$ cat src/rtl/seg7_scan_capture_if.sv
// Bus bundle for the 7-segment scan capture block.
// The display-side driver owns seg_in/dig_sel.
// The capture block owns the recovered frame outputs.
interface seg7_scan_capture_if #(
  parameter int DIGITS = 4
) ();

  logic [6:0]          seg_in;
  logic [DIGITS-1:0]   dig_sel;
  logic [4*DIGITS-1:0] bcd_out;
  logic [DIGITS-1:0]   digit_err;
  logic                frame_valid;
  logic                busy;

  modport master (
    output seg_in,
    output dig_sel,
    input  bcd_out,
    input  digit_err,
    input  frame_valid,
    input  busy
  );

  modport slave (
    input  seg_in,
    input  dig_sel,
    output bcd_out,
    output digit_err,
    output frame_valid,
    output busy
  );

endinterface

$ cat src/rtl/seg7_scan_capture.sv
// Receive side of a multiplexed 7-segment display.
// Watches the segment bus and the one-hot digit strobe, and recovers the BCD
// value shown on each position. A position is captured only after its pattern
// has held steady for STABLE_CYCLES samples. Once every position has been
// captured, the whole frame is published with a one-cycle frame_valid pulse.
module seg7_scan_capture #(
  parameter int DIGITS        = 4,
  parameter int STABLE_CYCLES = 3
) (
  input  logic              clk,
  input  logic              rst,
  seg7_scan_capture_if.slave bus
);

  typedef enum logic [1:0] {
    WAIT,
    TRACK,
    HELD
  } state_t;

  localparam int            CW       = $clog2(STABLE_CYCLES + 1);
  localparam logic [CW-1:0] CNT_MAX  = CW'(STABLE_CYCLES);
  localparam logic [CW-1:0] CNT_ONE  = CW'(1);
  localparam bit            SINGLE   = (STABLE_CYCLES == 1);

  state_t              state;
  state_t              state_next;
  logic [CW-1:0]       cnt;
  logic [CW-1:0]       cnt_next;
  logic [6:0]          stored_seg;
  logic [DIGITS-1:0]   stored_sel;
  logic                load;
  logic                capture;
  logic                sample_valid;
  logic                sample_same;
  logic                commit;
  logic [3:0]          dec_val;
  logic                dec_err;
  logic [DIGITS-1:0]   captured_mask;
  logic [4*DIGITS-1:0] shadow;
  logic [DIGITS-1:0]   shadow_err;
  logic [4*DIGITS-1:0] bcd_q;
  logic [DIGITS-1:0]   err_q;
  logic                fv_q;

  // A sample is usable only when exactly one digit strobe is active.
  assign sample_valid = (bus.dig_sel != '0) &&
                        ((bus.dig_sel & (bus.dig_sel - DIGITS'(1))) == '0);
  assign sample_same  = sample_valid && (bus.seg_in == stored_seg) &&
                        (bus.dig_sel == stored_sel);
  assign commit       = &captured_mask;

  // Segment pattern to BCD; both common renderings of 7 and 9 are accepted.
  always_comb begin
    dec_val = 4'hE;
    dec_err = 1'b0;
    case (bus.seg_in)
      7'h3F:        dec_val = 4'h0;
      7'h06:        dec_val = 4'h1;
      7'h5B:        dec_val = 4'h2;
      7'h4F:        dec_val = 4'h3;
      7'h66:        dec_val = 4'h4;
      7'h6D:        dec_val = 4'h5;
      7'h7D:        dec_val = 4'h6;
      7'h07, 7'h27: dec_val = 4'h7;
      7'h7F:        dec_val = 4'h8;
      7'h6F, 7'h67: dec_val = 4'h9;
      7'h00:        dec_val = 4'hF;
      default: begin
        dec_val = 4'hE;
        dec_err = 1'b1;
      end
    endcase
  end

  // Stability tracker: decides when a held sample has been seen long enough.
  always_comb begin
    state_next = state;
    cnt_next   = cnt;
    load       = 1'b0;
    capture    = 1'b0;
    unique case (state)
      WAIT: begin
        if (sample_valid) begin
          load     = 1'b1;
          cnt_next = CNT_ONE;
          if (SINGLE) begin
            capture    = 1'b1;
            state_next = HELD;
          end else begin
            state_next = TRACK;
          end
        end else begin
          cnt_next = '0;
        end
      end
      TRACK: begin
        if (!sample_valid) begin
          state_next = WAIT;
          cnt_next   = '0;
        end else if (sample_same) begin
          if (cnt < CNT_MAX) begin
            cnt_next = cnt + CNT_ONE;
            if (cnt + CNT_ONE == CNT_MAX) begin
              capture    = 1'b1;
              state_next = HELD;
            end
          end
        end else begin
          load     = 1'b1;
          cnt_next = CNT_ONE;
          if (SINGLE) begin
            capture    = 1'b1;
            state_next = HELD;
          end else begin
            state_next = TRACK;
          end
        end
      end
      HELD: begin
        if (!sample_valid) begin
          state_next = WAIT;
          cnt_next   = '0;
        end else if (!sample_same) begin
          load     = 1'b1;
          cnt_next = CNT_ONE;
          if (SINGLE) begin
            capture    = 1'b1;
            state_next = HELD;
          end else begin
            state_next = TRACK;
          end
        end
      end
      default: begin
        state_next = WAIT;
        cnt_next   = '0;
      end
    endcase
  end

  // State, counter and the reference sample being tracked.
  always_ff @(posedge clk) begin
    if (rst) begin
      state      <= WAIT;
      cnt        <= '0;
      stored_seg <= '0;
      stored_sel <= '0;
    end else begin
      state <= state_next;
      cnt   <= cnt_next;
      if (load) begin
        stored_seg <= bus.seg_in;
        stored_sel <= bus.dig_sel;
      end
    end
  end

  // Shadow frame: the latest capture for each position wins.
  always_ff @(posedge clk) begin
    if (rst) begin
      shadow     <= '1;
      shadow_err <= '0;
    end else if (capture) begin
      for (int i = 0; i < DIGITS; i++) begin
        if (bus.dig_sel[i]) begin
          shadow[4*i +: 4] <= dec_val;
          shadow_err[i]    <= dec_err;
        end
      end
    end
  end

  // Frame publish: the old shadow is copied out, and a capture on the same edge starts the next frame.
  always_ff @(posedge clk) begin
    if (rst) begin
      captured_mask <= '0;
      bcd_q         <= '1;
      err_q         <= '0;
      fv_q          <= 1'b0;
    end else begin
      fv_q          <= commit;
      captured_mask <= (commit ? '0 : captured_mask) |
                       (capture ? bus.dig_sel : '0);
      if (commit) begin
        bcd_q <= shadow;
        err_q <= shadow_err;
      end
    end
  end

  assign bus.bcd_out     = bcd_q;
  assign bus.digit_err   = err_q;
  assign bus.frame_valid = fv_q;
  assign bus.busy        = |captured_mask;

endmodule

$ cat src/flat_wrapper.sv
// flat-port wrapper written by rule: the top's interface ports become plain ports
module seg7_scan_capture_flat 
#(
  parameter int DIGITS        = 4,
  parameter int STABLE_CYCLES = 3
)
  (clk, rst, bus_seg_in, bus_dig_sel, bus_bcd_out, bus_digit_err, bus_frame_valid, bus_busy);
  seg7_scan_capture_if #(.DIGITS(DIGITS)) bus_i ();
  input  logic clk;
  input  logic rst;
  input wire logic [$bits(bus_i.seg_in)-1:0] bus_seg_in;
  input wire logic [$bits(bus_i.dig_sel)-1:0] bus_dig_sel;
  output wire logic [$bits(bus_i.bcd_out)-1:0] bus_bcd_out;
  output wire logic [$bits(bus_i.digit_err)-1:0] bus_digit_err;
  output wire logic [$bits(bus_i.frame_valid)-1:0] bus_frame_valid;
  output wire logic [$bits(bus_i.busy)-1:0] bus_busy;
  assign bus_i.seg_in = bus_seg_in;
  assign bus_i.dig_sel = bus_dig_sel;
  assign bus_bcd_out = bus_i.bcd_out;
  assign bus_digit_err = bus_i.digit_err;
  assign bus_frame_valid = bus_i.frame_valid;
  assign bus_busy = bus_i.busy;
  seg7_scan_capture #(.DIGITS(DIGITS), .STABLE_CYCLES(STABLE_CYCLES)) u_core (.clk(clk), .rst(rst), .bus(bus_i));
endmodule
$ cat config.mk
export PLATFORM = sky130hd
export DESIGN_NAME = seg7_scan_capture_flat
export DESIGN_NICKNAME = d
export VERILOG_FILES = /design/src/rtl/seg7_scan_capture_if.sv /design/src/rtl/seg7_scan_capture.sv /design/src/flat_wrapper.sv
export SDC_FILE = /design/constraint.sdc
export NUM_CORES = 1
export LEC_CHECK = 0
export CAP_MARGIN = 40
export CORE_UTILIZATION = 40
export CTS_CLUSTER_DIAMETER = 50
export CTS_CLUSTER_SIZE = 25
export DETAILED_ROUTE_END_ITERATION = 7
export GPL_TIMING_DRIVEN = 0
export SYNTH_ARGS = -nofsm -noshare
export SYNTH_HDL_FRONTEND = slang
export SYNTH_SLANG_ARGS = --single-unit
$ cat constraint.sdc
create_clock -name clk -period 2.25 [get_ports clk]
set_input_delay 0.45 -clock clk [delete_from_list [all_inputs] [get_ports clk]]
set_output_delay 0.45 -clock clk [all_outputs]
set_load 0.01 [all_outputs]
# Yosys cells after proc, flatten, opt, wreduce, memory -nomap -nowiden
# Index checks and enable logic that the tools add are counted.
[word_totals] regBits=60 latchBits=0 ram_bits=0 rom_bits=0 wordCells=87 mem_count=0
[classes] n_addsub=2 mul=0 n_div=0 n_lt_le_gt_ge=1 n_eq_ne=21 shifts=0 n_mux=26 n_bitwise=2 reduce_logical=19
[op_table] op="$eq 7x7->1 const B" n=8
[op_table] op="$pmux 4 s11" n=1
[op_table] op="$mux 2" n=10
[op_table] op="$eq 7x3->1 const B" n=2
[op_table] op="$eq 7x6->1 const B" n=2
[op_table] op="$reduce_or 13->1" n=1
[op_table] op="$pmux 2 s3" n=2
[op_table] op="$mux 1" n=10
[op_table] op="$reduce_and 2->1" n=5
[op_table] op="$mux 4" n=2
[op_table] op="$ne 4x4->1 const B" n=2
[op_table] op="$reduce_and 4->1" n=2
[op_table] op="$eq 7x7->1" n=1
[op_table] op="$logic_not 7->1" n=1
[op_table] op="$reduce_or 2->1" n=3
[op_table] op="$and 4x4->4" n=1
[op_table] op="$eq 2x2->1 const B" n=2
[op_table] op="$eq 4x4->1" n=1
[op_table] op="$logic_not 4->1" n=1
[op_table] op="$or 4x4->4" n=1
[op_table] op="$reduce_bool 4->1" n=1
[op_table] op="$reduce_or 4->1" n=1
[op_table] op="$sub 4x1->4 const B" n=1
[op_table] op="$logic_and 1x1->1" n=3
[op_table] op="7 further kinds" n=7

# Longest topological paths before layout
# Gate-level depths: netlist (run 1).
[depth] depth_word=11 depth_mapped=8 ltp_nobuf=7

# Least setup slack after synthesis (run 1)
# Ideal clock, no wire load.
[synth_path] kind="input to register" from="in bus_seg_in[4]" to="reg u_core.shadow[11]" arrival_ps=2230 required_ps=2130 path_slack_ps=-99 cell_stages=8 path_buffers=2 cell_sequence="buf_6 xor2_1 nand2b_1 or4_4 buf_6 or3_4 and2_0 a211o_1"
[synth_via] elab_chain_cells=7
[synth_lines] item="start: declaration" line_no="flat_wrapper.sv:11" source="input wire logic [$bits(bus_i.seg_in)-1:0] bus_seg_in;"
[synth_lines] item="$eq 7x7->1" line_no="seg7_scan_capture.sv:49" source="assign sample_same = sample_valid && (bus.seg_in == stored_seg) &&"
[synth_lines] item="$logic_and 1x1->1 (2 in a row)" line_no="seg7_scan_capture.sv:49"
[synth_lines] item="$mux 1" line_no="seg7_scan_capture.sv:101" source="end else if (sample_same) begin"
[synth_lines] item="$mux 1" line_no="seg7_scan_capture.sv:98" source="if (!sample_valid) begin"
[synth_lines] item="$mux 1" line_no="seg7_scan_capture.sv:82" source="unique case (state)"
[synth_lines] item="$reduce_and 2->1 (no line)"
[synth_lines] item="end signal: indexed assignment" line_no="seg7_scan_capture.sv:167" source="shadow[4*i +: 4] <= dec_val;"
[synth_lines] item="end: declaration" line_no="seg7_scan_capture.sv:40" source="logic [4*DIGITS-1:0] shadow;"
# Several ways; a longest one is shown, not always the timed one.
# A chain may end at the register's enable or synchronous reset.

# Worst setup path after layout (run 1)
[layout_path] from="reg u_core.stored_sel[3]" to="reg u_core.shadow[3]"
[layout_via] elab_chain_cells=6
[layout_lines] item="start: declaration" line_no="seg7_scan_capture.sv:31" source="logic [DIGITS-1:0] stored_sel;"
[layout_lines] item="start signal: assignment" line_no="seg7_scan_capture.sv:154" source="stored_sel <= bus.dig_sel;"
[layout_lines] item="$eq 4x4->1" line_no="seg7_scan_capture.sv:50" source="(bus.dig_sel == stored_sel);"
[layout_lines] item="$logic_and 1x1->1" line_no="seg7_scan_capture.sv:49"
[layout_lines] item="$mux 1" line_no="seg7_scan_capture.sv:101"
[layout_lines] item="$mux 1" line_no="seg7_scan_capture.sv:98"
[layout_lines] item="$mux 1" line_no="seg7_scan_capture.sv:82"
[layout_lines] item="$reduce_and 2->1 (no line)"
# Every way passes these cells.

==> impl_metrics.tcl, run 1 <==
set metrics [dict create \
    slowest_stage "or4_4" \
    worstPathArrival_ns 2.41 \
    fillers 644 \
    critPathMaxStageDelay_ns 0.61 \
    swShare_pct 28.2 \
    cts_buffer_depth 2 \
    slew_headroom_pct 63.4 \
    ys_seq_elements 60 \
    final_common_cell "dfxtp_1" \
    via_per_inst 5.16 \
    pwr-share-clk_pct 39.2 \
    clkTransAtPathRegs_ns 0.07 \
    final.setup.tns_ns 0 \
    die_width_um 86.0 \
    antenna_found_initial 0 \
    outcome "completed" \
    r2r-end "u_core.shadow[3]$_SDFFE_PP1P_" \
    num_rows 30 \
    final_cells 478 \
    grt_overflow_total 0 \
    gp_congestion 0.806 \
    power_density_nw_per_um2 610 \
    core_um2 6790 \
    die_h_um 86.0 \
    synth-seq-area-share_pct 42.5 \
    max_freq_mhz 461 \
    dieArea_um2 7400 \
    port_buffers 30 \
    p_leak_nw 1.53 \
    io_pins 35 \
    h-tree-depth 3 \
    grt_usage_pct 19.5 \
    numPlacedInstances 450 \
    synth.avg_cell_area_um2 8.72 \
    min_path_cells 3 \
    synth_fp_nets 344 \
    crit_path_end_kind "flip-flop" \
    crit_type "reg -> reg" \
    detail_route.wl_per_cell_um 13.8 \
    antennaDiodeCount 0 \
    syn_to_final_growth_pct 29.7 \
    finalWirelength_mm 6.59 \
    syn_area_um2 2820 \
    drc 0 \
    crit_fanout 5 \
    rr_startpoint "u_core.stored_sel[3]$_SDFFE_PP0P_" \
    tightest_slew_ns 0.549 \
    hold_slack_ns 0.394 \
    ant_nets 0 \
    seqPwrFrac_pct 49.0 \
    finalCritPeriodShare_pct 96.3 \
    synth_cells 324 \
    grt_pass1_vias 2274 \
    drive_gt1_share_pct 16.8 \
    final_cell_mix "dfxtp_1, nand2_1, clkdlybuf4s50_1" \
    start_util_pct 41.6 \
    critical_path.cell_chain "xnor2_2, nand4_1, or4_4, or3_4, and2_0, a211o_1" \
    fin_crit_ns 2.17 \
    cts_tree "built" \
    grt_max_degree 13 \
    synth.distinct_cells 43 \
    worstHoldEndpoint "u_core.stored_seg[5]$_SDFFE_PP0P_" \
    clkLatencyLatePin_ns 0.35 \
    hold_viol 0 \
    comb_power_share_pct 11.7 \
    nets 397 \
    hp-class "in -> reg" \
    p_int_mw 1.60 \
    vdd_drop_max_v 0.000413 \
    hold_path_startpoint "bus_seg_in[5]" \
    r2r_slack_ns 0.08 \
    firstDrtPassIters 4 \
    cts_num_sinks 60 \
    vias 2465 \
    maxSlewViolCount 0 \
    worst_setup_path_start_kind "flip-flop" \
    finalSetupViolCount 0 \
    switchingPower_mw 0.629 \
    reg2reg_depth 6 \
    cts_root_buf "clkbuf_8" \
    drt_iter0_markers 117 \
    cap_violations 0 \
    required_ns 2.49 \
    synth_top_area_cell "dfxtp_1" \
    yosys_warnings 0 \
    grt_pass1_wl_mm 11.1 \
    cts_buffers 9 \
    netlist_top_cells_area "dfxtp_1, nand2_1, mux2i_1" \
    setup.worst_path.start "u_core.stored_sel[3]$_SDFFE_PP0P_" \
    synth.top_cell.area_share_pct 42.5 \
    rsz0062_at_grt "no" \
    fin_util_pct 53.9 \
    skew_ns 0.0122 \
    dp_hpwl_mm 4.65 \
]
==> synthesized netlist by cell type <==
cell type,instances
o311ai_1,1
buf_6,2
nor4bb_1,1
a31oi_1,1
dfxtp_1,60
nand4b_1,1
or3_1,2
a21oi_1,20
a211o_1,10
ha_1,7
o32ai_1,1
nor3_1,16
nand2_1,54
nor3_2,4
xor2_1,3
or4_4,1
mux2i_1,16
clkbuf_1,13
o21ai_0,4
nand4_1,4
o2111ai_1,2
o211ai_1,1
nor4_1,1
or3_4,4
and2_0,4
and4_1,1
nand2b_1,3
or4_1,3
o41ai_1,1
nand3_1,9
nand3b_1,18
or3b_1,1
buf_2,4
nor2_1,22
and3_1,2
a211oi_2,1
xnor2_1,10
and2_1,4
o31ai_1,2
inv_1,7
or4b_2,1
o21a_1,1
a21boi_0,1
==> registers in the layout (all words and copies together) (netlist names) <==
register and cells:
u_core.shadow_err 4, u_core.bus.frame_valid 1, u_core.bus.digit_err 4, u_core.state 2, u_core.captured_mask 4, u_core.stored_seg 7, u_core.stored_sel 4, u_core.cnt 2
u_core.bus.bcd_out 16, u_core.shadow 16
==> worst max-delay path, delay by kind of cell (launching register included) <==
kind             cells  cell delay [ns]
AND/OR/NAND/NOR      4             1.29
AO/OA/AOI/OAI        1             0.26
XOR/XNOR             1             0.19
flip-flops           1             0.34
==> cell type report <==
class	instances	area (um^2)	area share, %
Inverter	7	26.3	0.717
Timing Repair Buffer	42	390	10.7
Buffer	18	110	3.01
Multi-Input combinational cell	239	1640	44.7
Clock buffer	9	124	3.38
Clock inverter	7	52.6	1.43
Tap cell	96	120	3.28
Sequential cell	60	1200	32.8
==> repair_timing <==
action                                  CTS  global route
gates cloned                              1             1
endpoints found under the setup margin   37            31
resized for setup                        26            19
buffers inserted                          9             2
hold buffers                              0             0
pin swaps                                 8             3
==> power groups by stage <==
| stage | Sequential [mW] | Clock [mW] | Combinational [mW] |
|---|---|---|---|
| after floorplan | 1.11 | 0 | 0.160 |
| after global placement | 1.12 | 0 | 0.217 |
| after detailed placement | 1.12 | 0 | 0.219 |
| after CTS | 1.09 | 0.891 | 0.240 |
| after global routing | 1.10 | 0.949 | 0.286 |
| final | 1.09 | 0.876 | 0.262 |
==> cell families after synthesis <==
logic type | Yosys count | share of synthesized area (%)
AO/OA/AOI/OAI | 46 | 10.9
multiplexers | 16 | 5.67
AND/OR/NAND/NOR | 156 | 29.6
flip-flops | 60 | 42.5
adder cells (fa/ha/maj) | 7 | 3.10
buffers and inverters | 26 | 4.17
XOR/XNOR | 13 | 4.03
==> metrics by stage <==
| stage | power [mW] | setup WS, ns | cell area, um^2 |
|---|---|---|---|
| after global placement | 1.33 | -0.736 | 3260 |
| after floorplan | 1.27 | 0.00331 | 2840 |
| after global routing | 2.33 | 0.0359 | 3660 |
| final | 2.23 | 0.0822 | 3660 |
| after detailed placement | 1.34 | -0.749 | 3260 |
| after CTS | 2.22 | 0.00582 | 3590 |
==> routing by layer <==
| layer | GRT usage, % | part of all wire [%] | wire [um] |
|---|---|---|---|
| met5 | 0 | 0 | 0 |
| met4 | 8.18 | 1.6 | 106 |
| met3 | 3.46 | 3.0 | 196 |
| met2 | 31.5 | 46 | 3040 |
| met1 | 25.5 | 49 | 3250 |
==> worst max-delay path by stage <==
stage | endpoint | slack [ns] | depth (start not counted)
after floorplan | u_core.shadow[11]$_SDFFE_PP1P_ | 0.003 | 8
after global placement | u_core.shadow_err[1]$_SDFFE_PP0P_ | -0.74 | 8
after detailed placement | u_core.shadow[2]$_SDFFE_PP1P_ | -0.75 | 8
after CTS | u_core.shadow[11]$_SDFFE_PP1P_ | 0.006 | 7
after global routing | bus_busy | 0.04 | 2
final | u_core.shadow[3]$_SDFFE_PP1P_ | 0.08 | 6
Power figures use the tool's default switching activity.
==> run 2: changes to the inputs <==
--- a/config.mk
+++ b/config.mk
@@ -7,7 +7,7 @@
 export LEC_CHECK = 0
 export CAP_MARGIN = 40
 export CORE_UTILIZATION = 40
-export CTS_CLUSTER_DIAMETER = 50
+export CTS_CLUSTER_DIAMETER = 200
 export CTS_CLUSTER_SIZE = 25
 export DETAILED_ROUTE_END_ITERATION = 7
 export GPL_TIMING_DRIVEN = 0
==> constraint.sdc (replaced) <==
create_clock -name clk -period 2.48 [get_ports clk]
set_input_delay 0.496 -clock clk [delete_from_list [all_inputs] [get_ports clk]]
set_output_delay 0.496 -clock clk [all_outputs]
set_load 0.01 [all_outputs]
==> run 2 against run 1 <==
Critical path depth grew 2. Clock skew shrank 0.00058 ns. Core utilization shrank 2.3 points. Worst setup slack gained 0.070 ns. Flip-flop and latch count is the same. Critical path type is now in -> reg. Largest power group unchanged.
==> impl_metrics.tcl, run 2 (same netlist as run 1, synthesis figures left out) <==
set metrics [dict create \
    final_cells 470 \
    vias 2399 \
    grt_pass1_wl_mm 10.2 \
    crit_cells 8 \
    firstDrtPassIters 4 \
    port_buffers 30 \
    cap_violations 0 \
    detail_route.wl_per_cell_um 13.6 \
    grt_max_degree 13 \
    dieArea_um2 7400 \
    reg2reg_depth 7 \
    min_path_cells 3 \
    hp-class "in -> reg" \
    dp_hpwl_mm 4.56 \
    cts_buffers 9 \
    worstPathArrival_ns 2.56 \
    finalCritPeriodShare_pct 93.8 \
    antenna_found_initial 0 \
    fillers 663 \
    slew_headroom_pct 59.6 \
    cts_root_buf "clkbuf_8" \
    critical_path.cell_chain "dlygate4sd2_1, xnor2_1, nand4_1, or4_4, buf_6, or3_4, and2_0, a211o_1" \
    die_h_um 86.0 \
    final.setup.tns_ns 0 \
    critPathMaxStageDelay_ns 0.42 \
    final_cell_mix "dfxtp_1, nand2_1, clkdlybuf4s50_1" \
    core_um2 6790 \
    slowest_stage "or4_4" \
    crit_buf_inv 2 \
    final_common_cell "dfxtp_1" \
    fin_crit_ns 2.33 \
    drive_gt1_share_pct 11.5 \
    syn_to_final_growth_pct 24.2 \
    power_density_nw_per_um2 567 \
    max_freq_mhz 430 \
    multi_input_area_um2 1550 \
    finalWirelength_mm 6.42 \
    worst_setup_path_start_kind "input pin" \
    outcome "completed" \
    start_util_pct 41.6 \
    required_ns 2.71 \
    pre_cts_slack_ns -0.578 \
    seq_area_um2 1200 \
    antennaDiodeCount 0 \
    tightest_slew_ns 0.601 \
    cts_tree "built" \
    die_width_um 86.0 \
    io_pins 35 \
    skew_ns 0.0116 \
    ant_nets 0 \
    crit_family "simple AND/OR/NAND/NOR gates" \
    clkTransAtPathRegs_ns 0.07 \
    cts_buffer_depth 2 \
    crit_type "in -> reg" \
    crit_fanout 9 \
    postCtsHoldBufs 0 \
    grt_usage_pct 18.1 \
    numPlacedInstances 450 \
    drc 0 \
    power.total_mw 1.99 \
    rsz0062_at_grt "no" \
    finalSetupViolCount 0 \
    clkLatencyLatePin_ns 0.35 \
    nets 389 \
    p_leak_nw 1.42 \
    cts_num_sinks 60 \
    grt_overflow_total 0 \
    gp_congestion 0.832 \
    vdd_drop_max_v 0.000227 \
    num_rows 30 \
    grt_pass1_vias 2158 \
    crit_path_end_kind "flip-flop" \
    hold_viol 0 \
    h-tree-depth 3 \
    fin_util_pct 51.6 \
    via_per_inst 5.10 \
    fin_ws_ns 0.153 \
    drt_iter0_markers 104 \
    maxSlewViolCount 0 \
]
## run 2: cell count changes in the layout (fill, tap and decap cells not counted), sizes merged
cell,before,now
buf,16,8
clkbuf,27,24
dlygate4sd2,2,3
dlymetal6s2s,2,5
or4,5,4
## run 2: area by class of cell
type,instances,area share (%)
inverters,7,0.749
repair buffers,34,9.66
clock inverters,7,1.50
flip-flops and latches,60,34.2
clock buffers,9,3.53
well taps,96,3.42
multi-input cells,238,44.1
plain buffers,19,2.82
## run 2: metrics by stage
| step | hold slack (ns) | area (um^2) |
|---|---|---|
| after floorplan | 0.430 | 2820 |
| after global placement | 0.441 | 3240 |
| after detailed placement | 0.455 | 3240 |
| after CTS | 0.437 | 3450 |
| after global routing | 0.455 | 3510 |
| final | 0.452 | 3510 |
## run 2: final timing paths
check	start	to	slack (ns)
min reg2reg	u_core.shadow[1]$_SDFFE_PP1P_	u_core.bus.bcd_out[1]$_SDFFE_PP1P_	0.46
max reg2reg	u_core.stored_seg[4]$_SDFFE_PP0P_	u_core.shadow[3]$_SDFFE_PP1P_	0.30
max	bus_dig_sel[1]	u_core.shadow[3]$_SDFFE_PP1P_	0.15
min	bus_seg_in[4]	u_core.stored_seg[4]$_SDFFE_PP0P_	0.45
## run 2: tightest hold or removal path: stages
cell	delay (ns)
buf_6	0.12
mux2i_1	0.07
nor2_1	0.07
## run 2: routing by layer
layer | vias up | share of wire, % | track usage [%]
met5 | - | 0 | 0
met4 | 0 | 1.6 | 9.09
met3 | 11 | 4.3 | 4.23
met2 | 54 | 46 | 27.3
met1 | 1109 | 48 | 24.1
li1 | 1225 | - | -
## run 2: report_power, final
| group | internal (mW) | switching, mW | leakage (nW) | total [mW] |
|---|---|---|---|---|
| Sequential | 0.980 | 0.0116 | 0.487 | 0.991 |
| Clock | 0.366 | 0.426 | 0.0896 | 0.793 |
| Combinational | 0.0882 | 0.116 | 0.844 | 0.204 |
| Total | 1.43 | 0.554 | 1.42 | 1.99 |
## run 2: what timing repair did
action,4_1_cts,5_1_grt
buffers inserted,2,2
gates cloned,0,0
pin swaps,1,2
setup endpoints to repair,20,27
gates resized for setup,7,11
==> run 3: changes to the inputs <==
==> constraint.sdc (replaced) <==
create_clock -name clk -period 2.48 [get_ports clk]
set_input_delay 0.496 -clock clk [delete_from_list [all_inputs] [get_ports clk]]
set_output_delay 0.496 -clock clk [all_outputs]
set_load 0.02 [all_outputs]
==> results of run 3 <==
Same layout as run 2: the final DEF is identical, and so are final timing and power.
